## src/rtl/ysyx_23060184_pkg.sv

```systemverilog
// Shared types and constants for the ysyx_23060184 AXI read path.
// Holds the read-master state encoding, AXI IDs, response/burst codes and the IFU fetch size.
package ysyx_23060184_pkg;

    typedef enum logic [2:0] {
        ST_IDLE = 3'd0,
        ST_AR   = 3'd1,
        ST_R    = 3'd2,
        ST_DONE = 3'd3,
        ST_ERR  = 3'd4
    } rd_state_e;

    localparam logic [3:0] IFU_ID     = 4'd0;
    localparam logic [3:0] LSU_ID     = 4'd1;
    localparam logic [1:0] RESP_OKAY  = 2'b00;
    localparam logic [1:0] BURST_INCR = 2'b01;
    localparam logic [2:0] IFU_ARSIZE = 3'b010;

    // A single-beat response is bad if the slave flags it, if it is not
    // the last beat, or if it belongs to another ID.
    function automatic logic rsp_bad(
        input logic [1:0] resp,
        input logic       last,
        input logic [3:0] rid,
        input logic [3:0] exp_id
    );
        return (resp != RESP_OKAY) | ~last | (rid != exp_id);
    endfunction

endpackage

```

## src/rtl/ysyx_23060184_rd_watchdog.sv

```systemverilog
// Saturating response watchdog for the AXI read master.
// Ports: i_clr zeroes the count, i_en advances it, o_timeout is high at TIMEOUT.
module ysyx_23060184_rd_watchdog
    import ysyx_23060184_pkg::*;
#(
    parameter int TIMEOUT = 255
) (
    input  logic clk,
    input  logic rstn,
    input  logic i_clr,
    input  logic i_en,
    output logic o_timeout
);

    localparam int CW = $clog2(TIMEOUT + 1);
    localparam logic [CW-1:0] LIMIT = CW'(TIMEOUT);

    logic [CW-1:0] r_cnt;

    always_ff @(posedge clk or negedge rstn) begin
        if (!rstn) begin
            r_cnt <= '0;
        end else if (i_clr) begin
            r_cnt <= '0;
        end else if (i_en && (r_cnt != LIMIT)) begin
            r_cnt <= r_cnt + 1'b1;
        end
    end

    assign o_timeout = (r_cnt == LIMIT);

endmodule

```

## src/rtl/ysyx_23060184_axi_rd_master.sv

```systemverilog
// Single-beat AXI4 read master behind the IFU/LSU arbiter; routes data/error to the owner.
// Ports: grants + address in, io_master AR/R out/in, per-requester pulses, busy, sticky bus_err.
module ysyx_23060184_axi_rd_master
    import ysyx_23060184_pkg::*;
#(
    parameter int DATA_WIDTH = 32,
    parameter int TIMEOUT    = 255
) (
    input  logic                  clk,
    input  logic                  rstn,
    input  logic                  ifu_grant,
    input  logic                  lsu_grant,
    input  logic [DATA_WIDTH-1:0] req_araddr,
    input  logic [2:0]            lsu_arsize,
    output logic                  io_master_arvalid,
    input  logic                  io_master_arready,
    output logic [DATA_WIDTH-1:0] io_master_araddr,
    output logic [3:0]            io_master_arid,
    output logic [7:0]            io_master_arlen,
    output logic [2:0]            io_master_arsize,
    output logic [1:0]            io_master_arburst,
    input  logic                  io_master_rvalid,
    output logic                  io_master_rready,
    input  logic [DATA_WIDTH-1:0] io_master_rdata,
    input  logic [1:0]            io_master_rresp,
    input  logic                  io_master_rlast,
    input  logic [3:0]            io_master_rid,
    output logic                  ifu_rvalid,
    output logic [DATA_WIDTH-1:0] ifu_rdata,
    output logic                  ifu_rerr,
    output logic                  lsu_rvalid,
    output logic [DATA_WIDTH-1:0] lsu_rdata,
    output logic                  lsu_rerr,
    output logic                  busy,
    output logic                  bus_err
);

    rd_state_e r_state;
    rd_state_e w_state_nxt;

    logic                  w_grant;
    logic                  w_wd_timeout;
    logic                  w_latch;
    logic                  w_rsp_fire;
    logic                  w_rsp_err;
    logic [DATA_WIDTH-1:0] w_rsp_data;
    logic                  w_arvalid_nxt;
    logic                  w_rready_nxt;
    logic                  w_busy_nxt;
    logic                  w_ifu_rvalid_nxt;
    logic                  w_lsu_rvalid_nxt;
    logic                  w_set_bus_err;

    logic                  r_owner_lsu;
    logic                  r_arvalid;
    logic [DATA_WIDTH-1:0] r_araddr;
    logic [3:0]            r_arid;
    logic [2:0]            r_arsize;
    logic [1:0]            r_arburst;
    logic                  r_rready;
    logic                  r_ifu_rvalid;
    logic [DATA_WIDTH-1:0] r_ifu_rdata;
    logic                  r_ifu_rerr;
    logic                  r_lsu_rvalid;
    logic [DATA_WIDTH-1:0] r_lsu_rdata;
    logic                  r_lsu_rerr;
    logic                  r_busy;
    logic                  r_bus_err;

    assign w_grant = ifu_grant | lsu_grant;

    // The count restarts every time R is entered and only runs while
    // the slave has not answered.
    ysyx_23060184_rd_watchdog #(
        .TIMEOUT (TIMEOUT)
    ) u_watchdog (
        .clk       (clk),
        .rstn      (rstn),
        .i_clr     (r_state != ST_R),
        .i_en      ((r_state == ST_R) & ~io_master_rvalid),
        .o_timeout (w_wd_timeout)
    );

    always_ff @(posedge clk or negedge rstn) begin
        if (!rstn) begin
            r_state <= ST_IDLE;
        end else begin
            r_state <= w_state_nxt;
        end
    end

    always_comb begin
        w_state_nxt = r_state;
        unique case (r_state)
            ST_IDLE: begin
                if (w_grant) begin
                    w_state_nxt = ST_AR;
                end
            end
            ST_AR: begin
                if (io_master_arready) begin
                    w_state_nxt = ST_R;
                end
            end
            ST_R: begin
                // A response in the final watchdog cycle still wins.
                if (io_master_rvalid) begin
                    w_state_nxt = ST_DONE;
                end else if (w_wd_timeout) begin
                    w_state_nxt = ST_ERR;
                end
            end
            ST_DONE: w_state_nxt = ST_IDLE;
            ST_ERR:  w_state_nxt = ST_ERR;
            default: w_state_nxt = ST_IDLE;
        endcase
    end

    // Next values of the registered outputs, derived from the transition.
    always_comb begin
        w_latch          = (r_state == ST_IDLE) & w_grant;
        w_rsp_fire       = (r_state == ST_R) & (w_state_nxt != ST_R);
        w_rsp_err        = 1'b1;
        w_rsp_data       = '0;
        if (io_master_rvalid) begin
            w_rsp_err  = rsp_bad(io_master_rresp, io_master_rlast,
                                 io_master_rid, r_arid);
            w_rsp_data = io_master_rdata;
        end
        w_arvalid_nxt    = (w_state_nxt == ST_AR);
        w_rready_nxt     = (w_state_nxt == ST_R);
        w_busy_nxt       = (w_state_nxt != ST_IDLE);
        w_ifu_rvalid_nxt = w_rsp_fire & ~r_owner_lsu;
        w_lsu_rvalid_nxt = w_rsp_fire & r_owner_lsu;
        w_set_bus_err    = (r_state == ST_R) & (w_state_nxt == ST_ERR);
    end

    always_ff @(posedge clk or negedge rstn) begin
        if (!rstn) begin
            r_owner_lsu  <= 1'b0;
            r_arvalid    <= 1'b0;
            r_araddr     <= '0;
            r_arid       <= '0;
            r_arsize     <= '0;
            r_arburst    <= '0;
            r_rready     <= 1'b0;
            r_ifu_rvalid <= 1'b0;
            r_ifu_rdata  <= '0;
            r_ifu_rerr   <= 1'b0;
            r_lsu_rvalid <= 1'b0;
            r_lsu_rdata  <= '0;
            r_lsu_rerr   <= 1'b0;
            r_busy       <= 1'b0;
            r_bus_err    <= 1'b0;
        end else begin
            if (w_latch) begin
                r_owner_lsu <= lsu_grant;
                r_araddr    <= req_araddr;
                r_arid      <= lsu_grant ? LSU_ID : IFU_ID;
                r_arsize    <= lsu_grant ? lsu_arsize : IFU_ARSIZE;
                r_arburst   <= BURST_INCR;
            end
            r_arvalid    <= w_arvalid_nxt;
            r_rready     <= w_rready_nxt;
            r_busy       <= w_busy_nxt;
            r_ifu_rvalid <= w_ifu_rvalid_nxt;
            r_lsu_rvalid <= w_lsu_rvalid_nxt;
            // Data/error hold between pulses; only the owner's copy moves.
            if (w_ifu_rvalid_nxt) begin
                r_ifu_rdata <= w_rsp_data;
                r_ifu_rerr  <= w_rsp_err;
            end
            if (w_lsu_rvalid_nxt) begin
                r_lsu_rdata <= w_rsp_data;
                r_lsu_rerr  <= w_rsp_err;
            end
            if (w_set_bus_err) begin
                r_bus_err <= 1'b1;
            end
        end
    end

    assign io_master_arvalid = r_arvalid;
    assign io_master_araddr  = r_araddr;
    assign io_master_arid    = r_arid;
    assign io_master_arlen   = 8'd0;
    assign io_master_arsize  = r_arsize;
    assign io_master_arburst = r_arburst;
    assign io_master_rready  = r_rready;
    assign ifu_rvalid        = r_ifu_rvalid;
    assign ifu_rdata         = r_ifu_rdata;
    assign ifu_rerr          = r_ifu_rerr;
    assign lsu_rvalid        = r_lsu_rvalid;
    assign lsu_rdata         = r_lsu_rdata;
    assign lsu_rerr          = r_lsu_rerr;
    assign busy              = r_busy;
    assign bus_err           = r_bus_err;

endmodule

```

## config.mk

```make
export PLATFORM = sky130hd
export DESIGN_NAME = ysyx_23060184_axi_rd_master
export DESIGN_NICKNAME = d
export VERILOG_FILES = /design/src/rtl/ysyx_23060184_pkg.sv /design/src/rtl/ysyx_23060184_rd_watchdog.sv /design/src/rtl/ysyx_23060184_axi_rd_master.sv
export SDC_FILE = /design/constraint.sdc
export NUM_CORES = 1
export LEC_CHECK = 0
export ABC_CLOCK_PERIOD_IN_PS = 1700
export CAP_MARGIN = 10
export CORE_MARGIN = 3
export CORE_UTILIZATION = 39
export CTS_BUF_LIST = sky130_fd_sc_hd__clkbuf_4
export CTS_CLUSTER_SIZE = 24
export DETAILED_ROUTE_END_ITERATION = 8
export PLACE_DENSITY = 0.78
export SLEW_MARGIN = 20
export SYNTH_ARGS = -nofsm -noshare
export SYNTH_HDL_FRONTEND = slang
export SYNTH_SLANG_ARGS = --single-unit
```

## constraint.sdc

```tcl
create_clock -name clk -period 1.7 [get_ports clk]
set_clock_uncertainty 0.1 [all_clocks]
set_input_delay 0.17 -clock clk [delete_from_list [all_inputs] [get_ports clk]]
set_output_delay 0.17 -clock clk [all_outputs]
set_load 0.01 [all_outputs]
```

==> summary.md, run 1 <==
| Metric | Value |
|---|---|
| CP Cell Sequence | `ha_2, and4_4, a21o_4, nand3_4, buf_12, a22o_1` |
| Layout cells sized above 1 | `0.1487` |
| Maximum vdd drop | `roughly 0.001 V` |
| Die span in x | `approximately 110 um` |
| Layout Nets | `about 700` |
| Placed Instance Area | `a little under 0.007 sq mm` |
| P_leak | `approximately 3.6 nW` |
| Setup crit end kind | `register` |
| Hold Crit Depth | `3` |
| Worst skew pair latency | `0.52 ns` |
| ANT cells | `0` |
| Sequential fraction of the synthesis area | `0.6483` |
| Sequential power share | `0.393` |
| Row cnt | `39` |
| Core ar. | `approximately 0.012 sq mm` |
| Mapped Area | `around 0.0046 sq mm` |
| GP Congestion | `slightly below 0.9` |
| First-pass GRT wire length | `roughly 21 mm` |
| Clock sinks | `120` |
| Clock Path Buffers | `2` |
| R2R depth | `6` |
| Reg2reg setup slack | `-0.08 ns` |
| Power per standard cell area | `1622 mW/mm^2` |
| Mapped Cells | `slightly below 400` |
| Crit path max fanout | `16` |
| Syn Area/Cell | `approximately 12 sq um` |
| Commonest non-fill, non-tap cells in the layout | `dfrtp_1 (120), nand2_1 (108), dlygate4sd2_1 (108)` |
| Total number of vias | `~4000` |
| Die height | `roughly 110 um` |
| Max-Cap Viols | `0` |
| Worst Setup Start Kind | `register` |
| Initial antenna violation count | `0` |
| Yosys warns | `0` |
| Net Sw Frac | `0.3464` |
| Synthesis-stage register bit count | `120` |
| Endpoints failing hold | `0` |
| Netlist cell types | `39` |
| Failing checks | `negative setup slack` |
| Commonest non-fill, non-tap cell in the layout | `dfrtp_1` |
| Worst-path clk slew | `roughly 0.11 ns` |
| GRT Util Overall | `0.2035` |
| Area growth from synthesis to layout | `57.78%` |
| Setup ws final | `-0.07997 ns` |
| Power, Total | `11.85 mW` |
| RSZ-0062 raised after global routing | `yes` |
| Logic pwr share | `0.416` |
| Starting Density | `0.4022` |
| Cells after DPL | `739` |
| Arrival @ worst endpoint | `between 2 and 2.5 ns` |
| Htree depth | `4` |
| Remaining Overflow, GRT | `0` |
| # IOs | `between 200 and 250` |
| Fillers | `approximately 950` |
| Fin cells | `about 780` |
| DRC violations left | `0` |
| Hold Path Class | `input port to register` |
| FMAX | `roughly 560 MHz` |
| Delay-heaviest family, CP | `compound AO/OA/AOI/OAI gates` |
| CP max-delay cell | `dfrtp_1` |
| TritonCTS clock tree | `done` |
| Post-DR wirelength/cell | `approximately 17 um` |
| CP Class | `register to register` |
| Antenna viol nets, final | `0` |
| Status | `finished with violations` |
| Crit path depth | `6` |
| Vias in the first global route | `4121` |
| Crit path largest cell delay | `around 0.37 ns` |
| # port buffers | `~190` |
| Clock share of power | `0.191` |
| First drt pass iteration count | `4` |
| Drt via density | `~5.1` |
| Design area | `0.007308 sq mm` |
| DP Wirelength | `between 9 and 10 mm` |
| Post-layout min period | `around 1.8 ns` |
| CTS Buf Count | `17` |
| Net switching power | `a little over 4 mW` |
| P_int | `7.746 mW` |
| Crit share post-route | `1.047` |
| Routed wire length | `13.47 mm` |
| Clock root buffer | `clkbuf_4` |
| Final Max Tran Viols | `0` |
| DIE AREA | `0.01322 sq mm` |
| Iter 0 DRT Violations | `259` |
| Final setup fails | `between 50 and 60` |
| Setup TNS | `-2.477 ns` |
| Bufs and invs on worst path | `1` |
| Largest net degree at the start of global routing | `between 60 and 70` |
| CP required | `between 2 and 2.5 ns` |
## final timing paths
path / endpoint / startpoint
max: ifu_rdata[13]$_DFFE_PN0P_ / u_watchdog.r_cnt[1]$_DFFE_PN0P_
min: io_master_araddr[7]$_DFFE_PN0P_ / req_araddr[7]
max reg2reg: ifu_rdata[13]$_DFFE_PN0P_ / u_watchdog.r_cnt[1]$_DFFE_PN0P_
min reg2reg: io_master_arburst[0]$_DFFE_PN0P_ / io_master_arburst[0]$_DFFE_PN0P_
max in group asynchronous: io_master_araddr[29]$_DFFE_PN0P_ / rstn
min in group asynchronous: lsu_rdata[26]$_DFFE_PN0P_ / rstn
## timing repair
action / 4_1_cts / 5_1_grt
gates cloned: 2 / 1
hold buffers: 1 / 0
resized for setup: 136 / 12
endpoints found under the setup margin: 197 / 75
hold endpoints to repair: 120 / 0
pin swaps: 41 / 4
buffers inserted: 6 / 1
## state kept, by name, summed over array words and instances (netlist names)
register,flops
io_master_arsize,3
ifu_rerr,1
lsu_rdata,32
io_master_rready,1
busy,1
lsu_rerr,1
ifu_rdata,32
r_state,3
io_master_araddr,32
bus_err,1
lsu_rvalid,1
r_owner_lsu,1
io_master_arvalid,1
ifu_rvalid,1
io_master_arburst,1
u_watchdog.r_cnt,8
## stage by stage
| step | util | hold slack (ns) | setup slack, ns |
|---|---|---|---|
| floorplan | - | -0.2256 | -0.1465 |
| global placement | 0.5958 | 0.09394 | -0.3205 |
| detailed placement | 0.5958 | 0.1088 | -0.3366 |
| CTS | 0.6306 | 0.008602 | -0.07786 |
| global route | 0.6346 | 0.02153 | -0.1462 |
| finish | 0.6346 | 0.06880 | -0.07997 |
## cell families after synthesis
kind of cell    after synthesis  synth area share
simple gates                139            0.1283
flops                       120            0.6483
compound gates               89            0.1613
buf+inv                      42           0.04916
xor+xnor                      5          0.009454
fa+ha+maj                     1          0.002701
other cells                   1         0.0008096
## cell type report
class	instances	area, sq um	area share
Clock inverter	13	177.7	0.02431
Multi-Input combinational cell	246	1540	0.2108
Sequential cell	120	3003	0.4109
Timing Repair Buffer	236	2247	0.3075
Tap cell	143	178.9	0.02448
Inverter	5	18.77	0.002568
Clock buffer	19	142.6	0.01952
## per-layer routing
metal / vias to the layer above / wire, um / track usage
li1: 1828 / - / -
met1: 1938 / 5369 / 0.2479
met2: 201 / 6836 / 0.3376
met3: 19 / 1101 / 0.07211
met4: 0 / 157 / 0.06808
met5: - / 0 / 0
## worst reg2reg max path, delay by kind of cell, from the launching register on
family	cells	cell delay (ns)
adders and majority gates	1	0.19
DFF	1	0.37
and+or+nand+nor	2	0.39
AOI/OAI and AO/OA	2	0.42
buffers and inverters	1	0.21
## power groups by stage
| stage | clock network [mW] | registers [mW] | logic [mW] |
|---|---|---|---|
| after floorplan | 0 | 5.23 | 1.75 |
| after global placement | 0 | 4.70 | 5.38 |
| after detailed placement | 0 | 4.75 | 5.54 |
| after CTS | 2.33 | 4.67 | 4.96 |
| after global routing | 2.47 | 4.82 | 5.35 |
| final | 2.26 | 4.66 | 4.93 |
## cell usage after synthesis (all sizes together)
cell type / instances / area [sq um]
o21ai: 4 / 20.01
nor4: 1 / 6.260
and4: 1 / 8.760
inv: 5 / 18.77
a2bb2oi: 1 / 8.760
and3: 1 / 6.260
nand2: 109 / 409.1
a21o: 2 / 15.01
o32a: 2 / 20.02
o22a: 2 / 17.52
a2111oi: 2 / 17.52
xor2: 1 / 8.760
or4: 2 / 15.01
nand3: 5 / 25.02
nand3b: 1 / 7.510
nor2: 9 / 33.78
a211o: 2 / 17.52
nor3b: 2 / 26.28
a22o: 64 / 560.5
nand4b: 2 / 17.52
buf: 25 / 162.7
or4b: 1 / 10.01
clkbuf: 12 / 46.29
dfrtp: 120 / 3003
nor2b: 1 / 6.260
ha: 1 / 12.51
a32o: 2 / 20.02
o21a: 1 / 7.510
a21oi: 4 / 20.02
nor3: 2 / 10.01
conb: 1 / 3.750
a211oi: 2 / 15.01
nand2b: 2 / 12.51
o31ai: 1 / 7.510
xnor2: 4 / 35.03
No activity file was read; power rests on OpenSTA's default activity.
==> run 2, diff against run 1 <==
--- a/config.mk
+++ b/config.mk
@@ -5,15 +5,15 @@
 export SDC_FILE = /design/constraint.sdc
 export NUM_CORES = 1
 export LEC_CHECK = 0
+export ABC_AREA = 1
 export ABC_CLOCK_PERIOD_IN_PS = 1700
 export CAP_MARGIN = 10
 export CORE_MARGIN = 3
-export CORE_UTILIZATION = 39
+export CORE_UTILIZATION = 41
 export CTS_BUF_LIST = sky130_fd_sc_hd__clkbuf_4
 export CTS_CLUSTER_SIZE = 24
 export DETAILED_ROUTE_END_ITERATION = 8
-export PLACE_DENSITY = 0.78
-export SLEW_MARGIN = 20
+export PLACE_DENSITY = 0.79
 export SYNTH_ARGS = -nofsm -noshare
 export SYNTH_HDL_FRONTEND = slang
 export SYNTH_SLANG_ARGS = --single-unit
==> run 2 against run 1 <==
- maximum frequency increased by 3.5%
- critical path type unchanged
- die area grew 6.1%
- combinational power is 4% higher
- area after synthesis is 12% higher
- largest cell class unchanged
- worst setup slack better by 0.060 ns
- routed wire length rose by 7.1%
- the run still ends with negative setup slack left
- final area up 3.2%
- global-route usage grew 0.16 points
==> summary.md, run 2 <==
| Metric | Value |
|---|---|
| Status | `finished with violations` |
| Power, Total | `about 12 mW` |
| Sequential fraction of the synthesis area | `0.5793` |
| Htree depth | `4` |
| Setup crit end kind | `register` |
| Maximum vdd drop | `0.0008171 V` |
| # port buffers | `approximately 190` |
| Endpoints failing hold | `0` |
| Initial antenna violation count | `1` |
| Largest net degree at the start of global routing | `65` |
| # IOs | `201` |
| Failing checks | `negative setup slack` |
| EDFF count, synth | `0` |
| Layout Nets | `about 870` |
| WHS | `0.05550 ns` |
| Asr flop ratio synth | `1.000` |
| FMAX | `just under 600 MHz` |
| P_leak | `~4.2 nW` |
| Commonest non-fill, non-tap cells in the layout | `nand2_1 (235), dfrtp_1 (120), dlygate4sd2_1 (109)` |
| Final core occ | `0.6202` |
| DIE AREA | `approximately 0.014 sq mm` |
| Crit path max fanout | `8` |
| Mapped Cells | `584` |
| First drt pass iteration count | `7` |
| Fillers | `between 1000 and 1500` |
| Routed wire length | `between 10 and 15 mm` |
| Synthesis-stage register bit count | `120` |
| Crit share post-route | `1.011` |
| Mapped Area | `about 0.0052 sq mm` |
| TritonCTS clock tree | `done` |
| Slew HR | `0.5776` |
| Top cell type's share of synthesized area | `0.5793` |
| Total number of vias | `about 4800` |
| Worst skew pair latency | `0.54 ns` |
| Worst Setup Start Kind | `register` |
| Layout cells sized above 1 | `0.1361` |
| Post-layout min period | `1.720 ns` |
| CTS Buf Count | `17` |
| DRC violations left | `0` |
| Drt via density | `just under 5` |
| Power per standard cell area | `1556 mW/mm^2` |
| Synth cell count leaders | `nand2_1 (251), dfrtp_1 (120), nand4_1 (68), inv_1 (26), nand2_2 (20)` |
| Row cnt | `40` |
| Cell taking the most area after synthesis | `dfrtp_1` |
| DP Wirelength | `between 10 and 15 mm` |
| Hold Path Class | `input port to register` |
| Slew @ Worst Pin | `~0.63 ns` |
| Cells after DPL | `around 930` |
| First-pass GRT wire length | `~23 mm` |
| Core ar. | `0.01216 sq mm` |
| Post-DR wirelength/cell | `14.88 um` |
| GRT Util Overall | `0.2050` |
| Max-Cap Viols | `0` |
| Die height | `118.4 um` |
| Yosys warns | `0` |
| GP Congestion | `between 0.8 and 0.9` |
| Final Max Tran Viols | `0` |
| Iter 0 DRT Violations | `~480` |
| Clock Path Buffers | `2` |
| Reg2reg setup slack | `-0.02 ns` |
| Syn Area/Cell | `~8.9 sq um` |
| Vias in the first global route | `about 4600` |
| Cell with the most instances after synthesis | `nand2_1` |
| Worst-path clk slew | `roughly 0.10 ns` |
| Commonest non-fill, non-tap cell in the layout | `nand2_1` |
| Arrival @ worst endpoint | `~2.1 ns` |
| CP Class | `register to register` |
| CP required | `~2 ns` |
| Starting Density | `0.4262` |
| RSZ-0062 raised after global routing | `yes` |
| Die span in x | `about 120 um` |
| Clock root buffer | `clkbuf_4` |
| Netlist cell types | `26` |
| Area contributors post-synth | `dfrtp_1 (58%), nand2_1 (18%), nand4_1 (8.2%), nand2_2 (2.4%), buf_4 (2.0%)` |
| Clock sinks | `120` |
| Final setup fails | `14` |
| Setup ws final | `-0.01953 ns` |
| Antenna viol nets, final | `0` |
| Top_reg_cell synth | `dfrtp_1` |
| Fin cells | `969` |
| Pre-CTS setup slack | `-0.02006 ns` |
| Remaining Overflow, GRT | `0` |
| Area growth from synthesis to layout | `45.50%` |
| ANT cells | `0` |
-- run 2: changes by cell type in the layout (fill, tap and decap cells not counted), sizes merged, moves of 3 or more --
| cell | before | now |
|---|---|---|
| nand3 | 5 | 17 |
| nor2 | 9 | 16 |
| or2 | 0 | 3 |
| nand2 | 109 | 272 |
| inv | 6 | 28 |
| clkinv | 5 | 10 |
| buf | 48 | 31 |
| a22o | 64 | 0 |
| xnor2 | 4 | 0 |
| nand4 | 0 | 68 |
-- run 2: critical path, stage by stage (launching register included) --
cell	delay (ns)
dfrtp_1	0.39
ha_2	0.21
nand2_2	0.08
nor2_4	0.15
nand2_4	0.08
nand2_4	0.10
nand3_4	0.18
clkbuf_16	0.23
nand2_2	0.05
nand2_1	0.05
-- run 2: logic make-up (layout without fill, tap and decap cells) --
| group | after synthesis | in the layout | share of synthesized area |
|---|---|---|---|
| compound gates | 8 | 8 | 0.008206 |
| fa+ha+maj | 1 | 1 | 0.002413 |
| buf+inv | 76 | 282 | 0.07796 |
| flops | 120 | 120 | 0.5793 |
| other cells | 1 | 12 | 0.0007234 |
| simple gates | 378 | 378 | 0.3314 |
-- run 2: path summary, 6_finish.rpt --
path / from / end / depth (start not counted)
worst max-delay path: u_watchdog.r_cnt[1]$_DFFE_PN0P_ / ifu_rdata[15]$_DFFE_PN0P_ / 9
max in group asynchronous: rstn / ifu_rdata[25]$_DFFE_PN0P_ / 3
worst max register to register: u_watchdog.r_cnt[1]$_DFFE_PN0P_ / ifu_rdata[15]$_DFFE_PN0P_ / 9
min in group asynchronous: rstn / lsu_rdata[24]$_DFFE_PN0P_ / 3
worst min-delay path: req_araddr[27] / io_master_araddr[27]$_DFFE_PN0P_ / 3
worst min register to register: lsu_rdata[2]$_DFFE_PN0P_ / lsu_rdata[2]$_DFFE_PN0P_ / 2
-- run 2: routing by layer --
metal | track usage | up-vias | wire length (um)
met5 | 0 | - | 9
met4 | 0.07169 | 2 | 263
met3 | 0.08421 | 20 | 1384
met2 | 0.3183 | 231 | 6834
met1 | 0.2598 | 2292 | 5932
li1 | - | 2264 | -
-- run 2: where the power goes --
group,switching (mW),internal (mW)
combinational,2.88,2.24
sequential,0.709,3.98
clock,1.03,0.889
total,4.63,7.11
-- run 2: layout make-up --
cell class	instances	area, sq um	area share
inverters	29	108.9	0.01443
well taps	168	210.2	0.02787
multi-input cells	399	1881	0.2493
repair buffers	221	2081	0.2759
flip-flops and latches	120	3003	0.3981
clock buffers	20	150.1	0.01991
clock inverters	12	108.9	0.01443
-- run 2: per-stage QoR --
stage / TNS, ns / cell area [sq um]
after detailed placement: -0.05074 / 7234
after global placement: 0 / 7234
after floorplan: 0 / 5225
after global routing: -3.486 / 7542
final: -0.1255 / 7542
after CTS: -0.08350 / 7402
-- run 2: repair_timing --
item	in CTS	in global routing
gates cloned	0	2
hold endpoints to repair	126	0
setup buffers	2	5
hold buffers	3	0
resized for setup	109	24
pin swaps	0	4
endpoints found under the setup margin	124	63
